<file path="src/rtl/chdr_conv_arbiter_if.sv">
// Stream side of the CHDR converter arbiter: NUM_PORTS input streams in, one
// stream out to the shared converter, tagged with the granted port index.
interface chdr_conv_arbiter_if #(
  parameter int NUM_PORTS = 4
);
  logic [64*NUM_PORTS-1:0] i_tdata;
  logic [NUM_PORTS-1:0]    i_tlast;
  logic [NUM_PORTS-1:0]    i_tvalid;
  logic [NUM_PORTS-1:0]    i_tready;
  logic [63:0]             o_tdata;
  logic                    o_tlast;
  logic                    o_tvalid;
  logic                    o_tready;
  logic [2:0]              o_port;

  modport slave (
    input  i_tdata, i_tlast, i_tvalid, o_tready,
    output i_tready, o_tdata, o_tlast, o_tvalid, o_port
  );

  modport master (
    output i_tdata, i_tlast, i_tvalid, o_tready,
    input  i_tready, o_tdata, o_tlast, o_tvalid, o_port
  );
endinterface

</file>
<file path="src/rtl/chdr_conv_arbiter.sv">
// Packet-locked arbiter sharing one CHDR 16->8 sample converter between
// NUM_PORTS input streams; round-robin or fixed priority, per-port enable mask.

// One input port's slice of the output mux and its ready gate.
module chdr_conv_arbiter_lane (
  input  logic        sel,
  input  logic [63:0] tdata,
  input  logic        tlast,
  input  logic        tvalid,
  input  logic        o_tready,
  output logic [63:0] m_tdata,
  output logic        m_tlast,
  output logic        m_tvalid,
  output logic        tready
);
  assign m_tdata  = {64{sel}} & tdata;
  assign m_tlast  = sel & tlast;
  assign m_tvalid = sel & tvalid;
  assign tready   = sel & o_tready;
endmodule

module chdr_conv_arbiter #(
  parameter int         NUM_PORTS = 4,
  parameter logic [7:0] BASE      = 8'd0
) (
  input  logic                 clk,
  input  logic                 rst_n,
  chdr_conv_arbiter_if.slave   s,
  input  logic                 set_stb,
  input  logic [7:0]           set_addr,
  input  logic [31:0]          set_data,
  output logic [15:0]          pkt_count,
  output logic                 busy
);
  localparam logic [0:0] IDLE = 1'b0;
  localparam logic [0:0] PASS = 1'b1;

  logic [0:0]           state;
  logic [NUM_PORTS-1:0] mask;
  logic                 mode;
  logic [2:0]           ptr;
  logic [2:0]           grant;
  logic [NUM_PORTS-1:0] req;
  logic [2:0]           pick;
  logic                 pick_vld;
  logic                 cfg_unused;

  logic [NUM_PORTS-1:0][63:0] lane_tdata;
  logic [NUM_PORTS-1:0]       lane_tlast;
  logic [NUM_PORTS-1:0]       lane_tvalid;
  logic [NUM_PORTS-1:0]       lane_tready;
  logic [NUM_PORTS-1:0]       sel;

  assign cfg_unused = ^set_data;
  assign req        = s.i_tvalid & mask;

  // Descending sweeps so the last hit is the winner: lowest index in fixed
  // mode, smallest distance above the pointer in round-robin mode.
  always_comb begin
    pick     = '0;
    pick_vld = |req;
    if (mode) begin
      for (int i = NUM_PORTS - 1; i >= 0; i--)
        if (req[i]) pick = 3'(i);
    end else begin
      for (int off = NUM_PORTS; off >= 1; off--)
        for (int i = 0; i < NUM_PORTS; i++)
          if (req[i] && ((int'(ptr) + off) % NUM_PORTS) == i) pick = 3'(i);
    end
  end

  generate
    for (genvar k = 0; k < NUM_PORTS; k++) begin : g_lane
      assign sel[k] = (state == PASS) && (grant == 3'(k));
      chdr_conv_arbiter_lane u_lane (
        .sel      (sel[k]),
        .tdata    (s.i_tdata[64*k +: 64]),
        .tlast    (s.i_tlast[k]),
        .tvalid   (s.i_tvalid[k]),
        .o_tready (s.o_tready),
        .m_tdata  (lane_tdata[k]),
        .m_tlast  (lane_tlast[k]),
        .m_tvalid (lane_tvalid[k]),
        .tready   (lane_tready[k])
      );
    end
  endgenerate

  // At most one lane is selected, so OR-combining the lanes forms the mux.
  always_comb begin
    s.o_tdata = '0;
    for (int k = 0; k < NUM_PORTS; k++) s.o_tdata = s.o_tdata | lane_tdata[k];
  end

  assign s.o_tlast  = |lane_tlast;
  assign s.o_tvalid = |lane_tvalid;
  assign s.i_tready = lane_tready;
  assign s.o_port   = grant;
  assign busy       = (state == PASS);

  always_ff @(posedge clk or negedge rst_n) begin
    if (!rst_n) begin
      state     <= IDLE;
      grant     <= '0;
      ptr       <= 3'(NUM_PORTS - 1);
      pkt_count <= '0;
      mask      <= '1;
      mode      <= 1'b0;
    end else begin
      if (set_stb && set_addr == BASE) begin
        mask <= set_data[NUM_PORTS-1:0];
        mode <= set_data[8];
      end
      case (state)
        IDLE: if (pick_vld) begin
          grant <= pick;
          state <= PASS;
        end
        PASS: if (s.o_tvalid && s.o_tready && s.o_tlast) begin
          ptr       <= grant;
          pkt_count <= pkt_count + 16'd1;
          state     <= IDLE;
        end
        default: state <= IDLE;
      endcase
    end
  end
endmodule
</file>
<file path="src/flat_wrapper.sv">
// flat-port wrapper written by rule: the top's interface ports become plain ports
module chdr_conv_arbiter_flat 
#(
  parameter int         NUM_PORTS = 4,
  parameter logic [7:0] BASE      = 8'd0
)
  (clk, rst_n, set_stb, set_addr, set_data, pkt_count, busy, s_i_tdata, s_i_tlast, s_i_tvalid, s_o_tready, s_i_tready, s_o_tdata, s_o_tlast, s_o_tvalid, s_o_port);
  chdr_conv_arbiter_if #(.NUM_PORTS(NUM_PORTS)) s_i ();
  input  logic clk;
  input  logic rst_n;
  input  logic set_stb;
  input  logic [7:0] set_addr;
  input  logic [31:0] set_data;
  output logic [15:0] pkt_count;
  output logic busy;
  input wire logic [$bits(s_i.i_tdata)-1:0] s_i_tdata;
  input wire logic [$bits(s_i.i_tlast)-1:0] s_i_tlast;
  input wire logic [$bits(s_i.i_tvalid)-1:0] s_i_tvalid;
  input wire logic [$bits(s_i.o_tready)-1:0] s_o_tready;
  output wire logic [$bits(s_i.i_tready)-1:0] s_i_tready;
  output wire logic [$bits(s_i.o_tdata)-1:0] s_o_tdata;
  output wire logic [$bits(s_i.o_tlast)-1:0] s_o_tlast;
  output wire logic [$bits(s_i.o_tvalid)-1:0] s_o_tvalid;
  output wire logic [$bits(s_i.o_port)-1:0] s_o_port;
  assign s_i.i_tdata = s_i_tdata;
  assign s_i.i_tlast = s_i_tlast;
  assign s_i.i_tvalid = s_i_tvalid;
  assign s_i.o_tready = s_o_tready;
  assign s_i_tready = s_i.i_tready;
  assign s_o_tdata = s_i.o_tdata;
  assign s_o_tlast = s_i.o_tlast;
  assign s_o_tvalid = s_i.o_tvalid;
  assign s_o_port = s_i.o_port;
  chdr_conv_arbiter #(.NUM_PORTS(NUM_PORTS), .BASE(BASE)) u_core (.clk(clk), .rst_n(rst_n), .s(s_i), .set_stb(set_stb), .set_addr(set_addr), .set_data(set_data), .pkt_count(pkt_count), .busy(busy));
endmodule
</file>
<file path="config.mk">
export PLATFORM = sky130hd
export DESIGN_NAME = chdr_conv_arbiter_flat
export DESIGN_NICKNAME = d
export VERILOG_FILES = /design/src/rtl/chdr_conv_arbiter_if.sv /design/src/rtl/chdr_conv_arbiter.sv /design/src/flat_wrapper.sv
export SDC_FILE = /design/constraint.sdc
export NUM_CORES = 1
export LEC_CHECK = 0
export ABC_CLOCK_PERIOD_IN_PS = 5130
export BUFFER_PORTS_ARGS = -buffer_cell sky130_fd_sc_hd__buf_2
export CAP_MARGIN = 5
export CORE_AREA = 4 4 151 153
export DETAILED_ROUTE_END_ITERATION = 10
export DIE_AREA = 0 0 155 157
export GPL_TIMING_DRIVEN = 1
export PLACE_DENSITY_LB_ADDON = 0.1
export SYNTH_ARGS = -nofsm -noshare
export SYNTH_HDL_FRONTEND = slang
export SYNTH_SLANG_ARGS = --single-unit
</file>
<file path="constraint.sdc">
create_clock -name clk -period 5.13 [get_ports clk]
set_input_delay 1.026 -clock clk [delete_from_list [all_inputs] [get_ports clk]]
set_output_delay 1.026 -clock clk [all_outputs]
set_load 0.005 [all_outputs]
</file>
# == Word level (Yosys, flattened, before mapping) ==
# Index checks and enable logic that the tools add are counted.
# op_classes
n_eq_ne,15
n_bitwise,25
add_sub_neg,5
reduce_logical,36
muxes,23
# ops
operator,count
64-bit bitwise AND,4
64-bit bitwise OR,3
32-bit logical NOT,3
2-bit 2-to-1 mux,15
"3-bit == test, second input constant",8
1-bit logical AND,22
"3-bit by 2-bit == test with 1-bit output, second input constant",6
"16-bit by 1-bit adder with 16-bit output, second input constant",1
1-bit bitwise AND,12
3-bit 2-to-1 mux,4
4-bit OR reduction,3
8-bit logical NOT,1
2-bit OR reduction,4
"2-bit by 1-bit adder with 2-bit output, second input constant",2
"2-bit adder, second input constant",2
"1-bit bitwise AND, first input constant",4
4-bit bitwise AND,1
2-bit AND reduction,2
"3-bit by 1-bit == test with 1-bit output, second input constant",1
3-bit logical NOT,1
1-bit 2-to-1 mux,3
1-bit one-hot mux with 2 select lines,1
1-bit inverter,1
# word_totals
in_bits,308
regBits,27
output_inout_bits,90

# == Depth between registers and ports, before layout ==
# Gate-level depths: netlist of run 1.
# depth
depth_word,21
mapped_depth,8
ltp_nobuf,5

# == Modules after synthesis ==
# A second synthesis of run 1 with hierarchy kept.
# unflattened
cells_unflattened,474
hier_area_um2,3683.5
# modules_own_cells
module,seq_area_each_um2,area_each_um2,instances,cells_each
chdr_conv_arbiter_lane,0.0,475.5,4,74
chdr_conv_arbiter,658.1,1781.7,1,178

# == Worst setup path after synthesis of run 1 ==
# Ideal clock, no wire load.
# synth_path
path_kind,input-to-output
from,input port s_i_tvalid[3]
to,output port s_o_tvalid
cell_stages,2
n_path_buf,0
slack_ns,2.462
required_time_ns,4.104
arrival_ns,1.642
cell_sequence,mux4_2 > and2_1
# synth_via
elab_chain_len,2
# synth_lines
item,line,text
"start, declared",flat_wrapper.sv:18,input wire logic [$bits(s_i.i_tvalid)-1:0] s_i_tvalid;
1-bit bitwise AND,chdr_conv_arbiter.sv:18,assign m_tvalid = sel & tvalid;
4-bit OR reduction,chdr_conv_arbiter.sv:96,assign s.o_tvalid = |lane_tvalid;
"end, declared",flat_wrapper.sv:23,output wire logic [$bits(s_i.o_tvalid)-1:0] s_o_tvalid;
# Every way passes these cells.

# == Worst setup path after layout of run 1 ==
# layout_path
from,register u_core.grant[0] (netlist: u_core.s.o_port[0])
to,output port s_o_tdata[36]
# layout_via
elab_chain_len,6
elab_cells_between_ends,15
cone_classes,eq/ne: 3; bitwise: 7; reduce/logical: 5
# layout_lines
item,line,text
"start, declared",chdr_conv_arbiter.sv:42,logic [2:0] grant;
"start signal, assigned",chdr_conv_arbiter.sv:116,grant <= pick;
3-bit by 1-bit == test with 1-bit output / 3-bit logical NOT (equally long branches),chdr_conv_arbiter.sv:74,assign sel[k] = (state == PASS) && (grant == 3'(k));
1-bit logical AND,chdr_conv_arbiter.sv:74,
64-bit bitwise AND,chdr_conv_arbiter.sv:16,assign m_tdata = {64{sel}} & tdata;
64-bit bitwise OR (2 in a row),chdr_conv_arbiter.sv:92,for (int k = 0; k < NUM_PORTS; k++) s.o_tdata = s.o_tdata | lane_tdata[k];
64-bit bitwise OR (*),chdr_conv_arbiter.sv:92,
"end, declared",flat_wrapper.sv:21,output wire logic [$bits(s_i.o_tdata)-1:0] s_o_tdata;
# Mark *: on every way between the ends. The rest lies on a longest branch, timed or not.

==> results summary, run 1 <==
The run finished with clean final reports. The cell count after placement came out at 968. The count of non-filler cells in the finished layout came out at 974.

For the final routed database, the setup TNS stands at 0 ps. The final layout net count is 1002. Cells with a size suffix above 1 make up 57.7% of the layout. The total of fill cells in the finished design came out at 2482. Entering global routing, the biggest net connects 52 pins. The pin slew with the least headroom to its limit is 1080 ps. The final setup violation count came out at 0.

Synthesis inferred 26 register bits. The total number of placement rows is 54. The setup path with the least slack is of type reg2out. Measured against its own limit, the worst slew margin works out to 28.0%. The register clock-pin slew on the reported worst setup and hold paths came out at 70 ps.

The worst hold path stage count came out at 1. The number of I/O port buffers came out at 369. The total die area is 0.0243 mm^2. For this run, the top clock speed supported by timing is 276 MHz.

Global routing used 13.1% of the available tracks across all layers. The post-route minimum period is 3620 ps. The required time at the worst-slack endpoint came out at 4100 ps. The worst min-delay path endpoint is u_core.pkt_count[15]$_DFFE_PN0P_. The final hold slack came out at 469 ps. The sequential fraction of the synthesis area came out at 24.3%. Hold repair after CTS inserted 0 buffers.

Buffers added to address setup during post-CTS repair amount to 0. The number of levels the H-tree was split into is 1. The detailed-placement wirelength estimate came out at 14900 um. The worst register-to-register path ends at u_core.pkt_count[15]$_DFFE_PN0P_.

The final estimated routing congestion in global placement came out at 0.955. The layout overhead on the synthesized area is 80.5%. The total iterations of the first detailed-routing run came out at 4.

The final cycle utilization of the critical path is 70.6%. The static leakage power is 2.76 nW. The number of top-level pins came out at 398. In this run the most critical hold path is launched from u_core.pkt_count[15]$_DFFE_PN0P_.

The number of antenna-violating nets in the routed design came out at 0. The via count of the routed design is 4281. The critical path endpoint category is an output pin. After detailed routing, the number of vias per cell comes to 4.40. The number of warnings printed during yosys synthesis is 0. Setup repair after global routing left no endpoint under its margin. The final instance area came out at 0.00489 mm^2.

The horizontal die dimension is 155 um. The post-synth net total came out at 661. The peak supply drop is 0.330 mV. The mean instance size in the synthesized netlist is 7.69 um^2.

Power spread over the standard cell area amounts to 405 mW/mm^2. TritonCTS created 3 clock buffers. The final global-route overflow total came out at 0. The number of standard cells after synthesis came out at 352. The number of library cell types mapped by synthesis is 36. The clock tree buffer depth came out at 2. TritonCTS built the clock tree. The instance area after placement is 0.00478 mm^2. The worst-skew pair later-pin latency is 270 ps. The data arrival at the endpoint of the critical path came out at 2590 ps. STA classifies the critical path startpoint as a flop. The number of global-route vias before repair is 4223.

The final worst clock skew is 3.39 ps. The number of pins with negative max-slew slack in the final report is 0. The clock drives 26 sinks. The register-to-register path setup slack is 2920 ps.

In this run the standard cell core region covers 0.0216 mm^2. In this run, the number of DRC markers left after iteration 0 of detailed routing was 279. After synthesis the cells add up to 0.00271 mm^2. The type of the tightest min-delay check is reg2reg. The max-cap violation count is 0.

In this run the worst path has a maximum fanout of 51. The number of cells traversed by the worst register-to-register path came out at 4. The number of remaining DRC errors is 0.

The final routed wirelength across all metal layers came out at 18000 um. The number of failing hold endpoints at the final stage was 0. The initial utilization of the core area, before any placement, comes to 12.6%. After detailed routing, the average wire length per cell comes to 18.5 um. The worst register-to-register path begins at u_core.s.o_port[0]$_DFFE_PN0P_. From bottom edge to top edge, the die measures 157 um. The initial antenna violation count is 4. The tree is rooted in a sky130_fd_sc_hd__clkbuf_16.

The first-pass GRT wire length is 25100 um. In this run, post-CTS repair resized a total of 0 instances.
state kept, by name, summed over array words and instances (netlist names):
register          cells
u_core.busy           1
u_core.mask           4
u_core.mode           1
u_core.pkt_count     16
u_core.ptr            2
u_core.s.o_port       2
report_power, final:
part	switching [mW]	internal, mW
clock network	0.0766	0.156
registers	0.0610	0.245
logic	0.809	0.630
metal layers:
metal / vias up / global-route usage [%] / routed length (um)
met1: 2020 / 14.7 / 6750
met5: - / 0 / 27
li1: 2036 / - / -
met3: 23 / 3.02 / 1460
met4: 4 / 3.87 / 433
met2: 198 / 24.6 / 9310
cell families after synthesis:
group / Yosys count / share of synthesized area [%]
AOI/OAI and AO/OA: 140 / 38.3
xor gates and xnor gates: 15 / 4.85
adders and majority gates: 1 / 0.462
buffers and inverters: 41 / 7.35
DFF: 26 / 24.3
muxes: 11 / 4.90
other: 1 / 0.138
and+or+nand+nor: 117 / 19.7
worst max-delay path: stages, from the launching register on:
cell	delay [ps]
sky130_fd_sc_hd__dfrtp_1	640
sky130_fd_sc_hd__and3_2	990
sky130_fd_sc_hd__buf_4	300
sky130_fd_sc_hd__a22oi_1	90
sky130_fd_sc_hd__nand2_1	140
sky130_fd_sc_hd__buf_2	120
worst max-delay path by stage:
stage | slack, ps | from | to | cells after the start
floorplan | 2460 | s_i_tvalid[3] | s_o_tvalid | 2
global placement | 1740 | u_core.busy$_DFF_PN0_ | s_o_tdata[15] | 6
detailed placement | 1730 | u_core.s.o_port[0]$_DFFE_PN0P_ | s_o_tdata[36] | 5
CTS | 1440 | u_core.s.o_port[0]$_DFFE_PN0P_ | s_o_tdata[36] | 5
global route | 1260 | u_core.busy$_DFF_PN0_ | s_o_tdata[32] | 6
finish | 1510 | u_core.s.o_port[0]$_DFFE_PN0P_ | s_o_tdata[36] | 5
synthesized netlist by cell type, drive strengths merged:
library cell | n | area [um^2]
dfstp | 6 | 158
nand2 | 74 | 278
o41ai | 1 | 8.76
nor2b | 1 | 6.26
o21ai | 2 | 10.0
a31oi | 1 | 6.26
mux2 | 8 | 90.1
nor4 | 1 | 6.26
and4 | 1 | 8.76
o22ai | 2 | 12.5
o31ai | 1 | 7.51
nand3 | 4 | 20.0
inv | 2 | 7.51
xor2 | 2 | 17.5
nand4 | 9 | 56.3
a32oi | 1 | 8.76
and2 | 6 | 37.5
xnor2 | 13 | 114
mux4 | 1 | 22.5
conb | 1 | 3.75
clkbuf | 22 | 82.6
a22oi | 129 | 968
a21oi | 3 | 15.0
or2 | 1 | 6.26
nor2 | 5 | 18.8
nand2b | 1 | 6.26
and3 | 12 | 75.1
buf | 17 | 109
ha | 1 | 12.5
dfrtp | 20 | 500
nand4b | 1 | 8.76
mux2i | 2 | 20.0
nor3 | 1 | 5.00
per-stage QoR:
step | util, % | setup WS [ps] | power (mW)
2_1_floorplan | - | 2460 | 1.04
3_3_place_gp | 22.2 | 1740 | 1.79
3_5_place_dp | 22.2 | 1730 | 1.79
4_1_cts | 22.6 | 1440 | 2.04
5_1_grt | 22.7 | 1260 | 2.17
6_report | 22.7 | 1510 | 1.98
placed cells by master, fill, tap and decap left out, drive strengths merged, types with 3 or more instances in the layout:
master,instances
a21oi,3
nand4,9
nand2,74
nand3,4
nor2,5
clkbuf,3
xnor2,13
buf,375
and2,6
dfstp,6
mux2,8
a22oi,129
dfrtp,20
and3,12
area by class of cell:
cell class	count	area, um^2	area share [%]
Sequential cell	26	658	13.5
Antenna cell	2	5.00	0.102
Inverter	2	7.51	0.154
Timing Repair Buffer	375	1890	38.7
Clock buffer	3	75.1	1.54
Tap cell	280	350	7.17
Multi-Input combinational cell	285	1870	38.2
Clock inverter	1	30.0	0.615
Power figures use the tool's default switching activity.
==> run 2, diff against run 1 <==
Settings changed: ABC_AREA set to 1, ABC_CLOCK_PERIOD_IN_PS 5130 to 3200.
Clock period 5.13 ns to 3.2 ns, I/O delays scaled along.
==> run 2 against run 1 <==
Effect of this change:
- first-iteration DRC count fell by 28%
- largest cell class is now multi-input combinational cells
- non-clock buffer count up 8
- worst hold slack got worse by 87 ps
- critical path type unchanged
- setup slack worse by 1200 ps
==> results summary, run 2 <==
The initial DRC count is 201 (-28%). The number of library cell types mapped by synthesis came out at 30 (-17%). The run finished with clean final reports. The fraction of synthesis flops using an asynchronous set or reset pin was 100% (unchanged). The required time at the worst-slack endpoint came to 2560 ps (-1540 ps). The overall die height came to 157 um (unchanged). The fraction of final layout cells sized beyond drive strength 1 came out at 47.7% (-10 points). The global-route usage over all layers came to 16.0% (+2.9 points). The synthesized cell area is 0.00301 mm^2 (+11%). The top achievable clock speed is 348 MHz. The horizontal die dimension is 155 um (unchanged). By instance count, the leading cell after synthesis is sky130_fd_sc_hd__nand2_1. The final global-route overflow total is 0 (unchanged).

The instance area after placement is 0.00522 mm^2 (+9.3%). The total iterations of the first detailed-routing run is 4 (unchanged). The global-route track usage on met2 came to 26.1% (+1.5 points). The count of hold-fix buffers inserted at cts is 0 (unchanged). The number of buffer and inverter instances along the worst setup path is 4 (+2). The register clock-pin slew on the reported worst setup and hold paths is 70 ps (about the same).

The min-delay analysis places its worst path in the category in2async. Leaving out fill and tap cells, the most frequent cells in the layout are sky130_fd_sc_hd__buf_2, sky130_fd_sc_hd__nand2_1, sky130_fd_sc_hd__nand3_1. The max-cap violation count came out at 0 (unchanged).

The multiplexer share of the synthesized area came out at 1.87% (-3.0 points). The number of I/O port buffers came out at 369 (unchanged). The initial antenna violation count is 8 (+4).

TritonCTS built the clock tree. The number of levels the H-tree was split into came out at 1 (unchanged). The cell family with the largest share of critical-path delay is buffers and inverters. The simple logic cell fraction of the synthesized area was 48.8% (+29 points). The power per unit of standard cell area is 661 mW/mm^2 (+63%). The final worst clock skew is 3.41 ps (+0.0197 ps). The worst setup path is captured at an output pin. The final hold slack came out at 381 ps (-87.3 ps). The total number of placement rows came to 54 (unchanged). The count of buffers added by post-CTS timing repair for setup came out at 0 (unchanged).

In the final layout, the registers with the most flip-flops are u_core.pkt_count: 16 flops, u_core.mask: 4 flops. The final routed wirelength across all metal layers is 21300 um (+18%). The startpoint type of the worst setup path is a flop. The sequential fraction of the synthesis area came out at 21.9% (-2.4 points).

The layout overhead on the synthesized area is 76.6%. The number of warnings printed during yosys synthesis came out at 0 (unchanged). The area fraction in compound gates after synthesis is 14.1% (-24 points). The final worst-path setup slack came out at 328 ps (-1180 ps). Dividing the final minimum period by the clock period gives 89.7%. The met3 demand-to-capacity share in global routing came out at 4.65% (+1.6 points). The highest fanout seen on the critical path is 18 (-65%). The post-route minimum period came out at 2870 ps.

The pin slew with the least headroom to its limit came out at 602 ps (-479 ps). The area share of fa/ha/maj cells after synthesis is 0.416% (-0.046 points). For this design, the slowest cell found on the critical path is sky130_fd_sc_hd__dfrtp_1.

The clock sink count is 26 (unchanged). The post-cts gate resize count is 0 (unchanged). The number of pins with negative max-slew slack in the final report came to 0 (unchanged). The total power came out at 3.51 mW (+78%). The total of fill cells in the finished design came out at 2548 (+2.7%). The post-synth net total is 818 (+24%). The xor-xnor portion of the synthesized cell area is 4.36% (-0.49 points). The final layout net count came to 1172 (+17%).

The number of enable flip-flop cells after synthesis is 0 (unchanged). The final setup violation count is 0 (unchanged). The synthesized design spends more area on one cell type than any other, namely sky130_fd_sc_hd__nand2_1. The mean instance size in the synthesized netlist came out at 5.91 um^2 (-23%). The number of flip-flops under the largest register name came out at 16 (unchanged). The register with the most flip-flops in the final layout is u_core.pkt_count. met2 is the most crowded layer. The number of standard cells after synthesis was 509 (+45%). The most repeated library cell on the critical path is sky130_fd_sc_hd__nand3_1. The mean routed wirelength per cell was 18.6 um (+0.66%). The data arrival at the endpoint of the critical path is 2230 ps (-360 ps). The area share of the leading cell type in the synthesized netlist came out at 27.7% (-8.1 points).

The worst setup slack after placement is 590 ps (-1140 ps). The number of global-route vias before repair was 4802 (+14%). The peak supply drop was 0.199 mV (-40%). The via count of the routed design is 4772 (+11%). The first-pass GRT wire length came out at 29600 um (+18%). The largest stage delay on the critical path is 410 ps (-580 ps). The library cell used most frequently in the layout, excluding fill and tap cells, is sky130_fd_sc_hd__buf_2.

The static leakage power came to 3.03 nW (+9.7%). The final instance area came out at 0.00532 mm^2 (+8.8%). The number of antenna-violating nets in the routed design came out at 0 (unchanged). The placeable core region was 0.0216 mm^2 (unchanged).

The final estimated routing congestion in global placement came out at 0.786 (-18%). The number of top-level pins is 398 (unchanged). The total die area came to 0.0243 mm^2 (unchanged). The root buffer cell chosen for the clock tree is sky130_fd_sc_hd__clkbuf_16. The met1 track utilization from global routing was 20.9% (+6.2 points). The worst-skew pair later-pin latency is 260 ps (about the same). The initial cell density of the core came to 14.0% (+1.4 points). Traced cell by cell, the critical path runs through inv_1 -> nand3_1 -> inv_2 -> buf_4 -> nand2_1 -> nand3_1 -> buf_2. After synthesis, the largest family of logic cells by area is simple AND/OR/NAND/NOR gates. The number of buffers inserted during clock tree synthesis is 3 (unchanged). The number of remaining DRC errors is 0 (unchanged). The area of combinational cells with multiple inputs is 0.00211 mm^2 (+13%). The clock tree buffer depth is 2 (unchanged). Counting instances in the post-synthesis netlist gives the leading cell types as sky130_fd_sc_hd__nand2_1, sky130_fd_sc_hd__nand3_1, sky130_fd_sc_hd__a22oi_1, sky130_fd_sc_hd__clkbuf_1, sky130_fd_sc_hd__inv_1.

The largest net degree at the start of global routing is 55 (+5.8%). Setup repair after global routing left no endpoint under its margin. The worst slew slack as a fraction of its limit was 59.9% (+32 points). The number of failing hold endpoints at the final stage came out at 0 (unchanged).

The critical path in this run is classified as reg2out. The final-layout setup total negative slack is 0 ps (unchanged). In the synthesized netlist the dominant register cell turns out to be sky130_fd_sc_hd__dfrtp_1. By area the synthesized netlist is led by sky130_fd_sc_hd__nand2_1, sky130_fd_sc_hd__dfrtp_1, sky130_fd_sc_hd__a22oi_1, sky130_fd_sc_hd__nand3_1, sky130_fd_sc_hd__dfstp_2.

The area taken by flip-flops and latches came out at 658 um^2 (unchanged). The synthesis-stage register bit count came out at 26 (unchanged). The via-per-instance ratio is 4.17 (-5.1%). The detailed-placement wirelength estimate was 18600 um (+25%).
## run 2: cell count changes after synthesis, moves of 12 or more
cell / before / now
sky130_fd_sc_hd__nor2_1: 5 / 23
sky130_fd_sc_hd__inv_1: 2 / 24
sky130_fd_sc_hd__nand3_1: 4 / 62
sky130_fd_sc_hd__and3_1: 12 / 0
sky130_fd_sc_hd__a22oi_1: 129 / 50
sky130_fd_sc_hd__nand2_1: 74 / 222
## run 2: per-layer routing
| metal | routed length (um) | part of all wire (%) |
|---|---|---|
| met2 | 10200 | 48 |
| met4 | 419 | 2.0 |
| met3 | 1570 | 7.4 |
| met5 | 66 | 0.31 |
| met1 | 8950 | 42 |
## run 2: power by group
group	internal (mW)	total [mW]	switching, mW
clock	0.191	0.306	0.114
combinational	1.09	2.73	1.64
sequential	0.398	0.476	0.0782
## run 2: through the flow
| stage | utilization, % | instances |
|---|---|---|
| after global placement | 24.2 | 1138 |
| after detailed placement | 24.2 | 1138 |
| after global routing | 24.7 | 1144 |
| after floorplan | - | 509 |
| final | 24.7 | 1144 |
| after CTS | 24.6 | 1142 |
## run 2: kinds of logic (layout without fill, tap and decap cells)
| family | after synthesis | after routing |
|---|---|---|
| compound gates | 59 | 59 |
| xor+xnor | 15 | 15 |
| fa+ha+maj | 1 | 1 |
| buf+inv | 62 | 415 |
| flops | 26 | 26 |
| mux | 5 | 5 |
| other cells | 1 | 3 |
| simple gates | 340 | 340 |
## run 2: worst paths after layout
kind	end	slack (ps)	from	depth (start not counted)
worst max register to register	u_core.pkt_count[9]$_DFFE_PN0P_	770	u_core.s.o_port[1]$_DFFE_PN0P_	11
max in group asynchronous	u_core.s.o_port[0]$_DFFE_PN0P_	2420	rst_n	1
min in group clk	u_core.pkt_count[12]$_DFFE_PN0P_	500	u_core.pkt_count[12]$_DFFE_PN0P_	1
worst min register to register	u_core.pkt_count[12]$_DFFE_PN0P_	500	u_core.pkt_count[12]$_DFFE_PN0P_	1
worst max-delay path	s_o_tdata[1]	330	u_core.s.o_port[1]$_DFFE_PN0P_	7
worst min-delay path	u_core.pkt_count[7]$_DFFE_PN0P_	380	rst_n	1
## run 2: layout make-up
class / instances / area share, %
sequential: 26 / 12.4
timing repair buffer: 383 / 37.7
multi-input combinational: 421 / 39.6
clock buffer: 4 / 1.67
inverter: 28 / 1.98
antenna: 2 / 0.0942
tap: 280 / 6.59
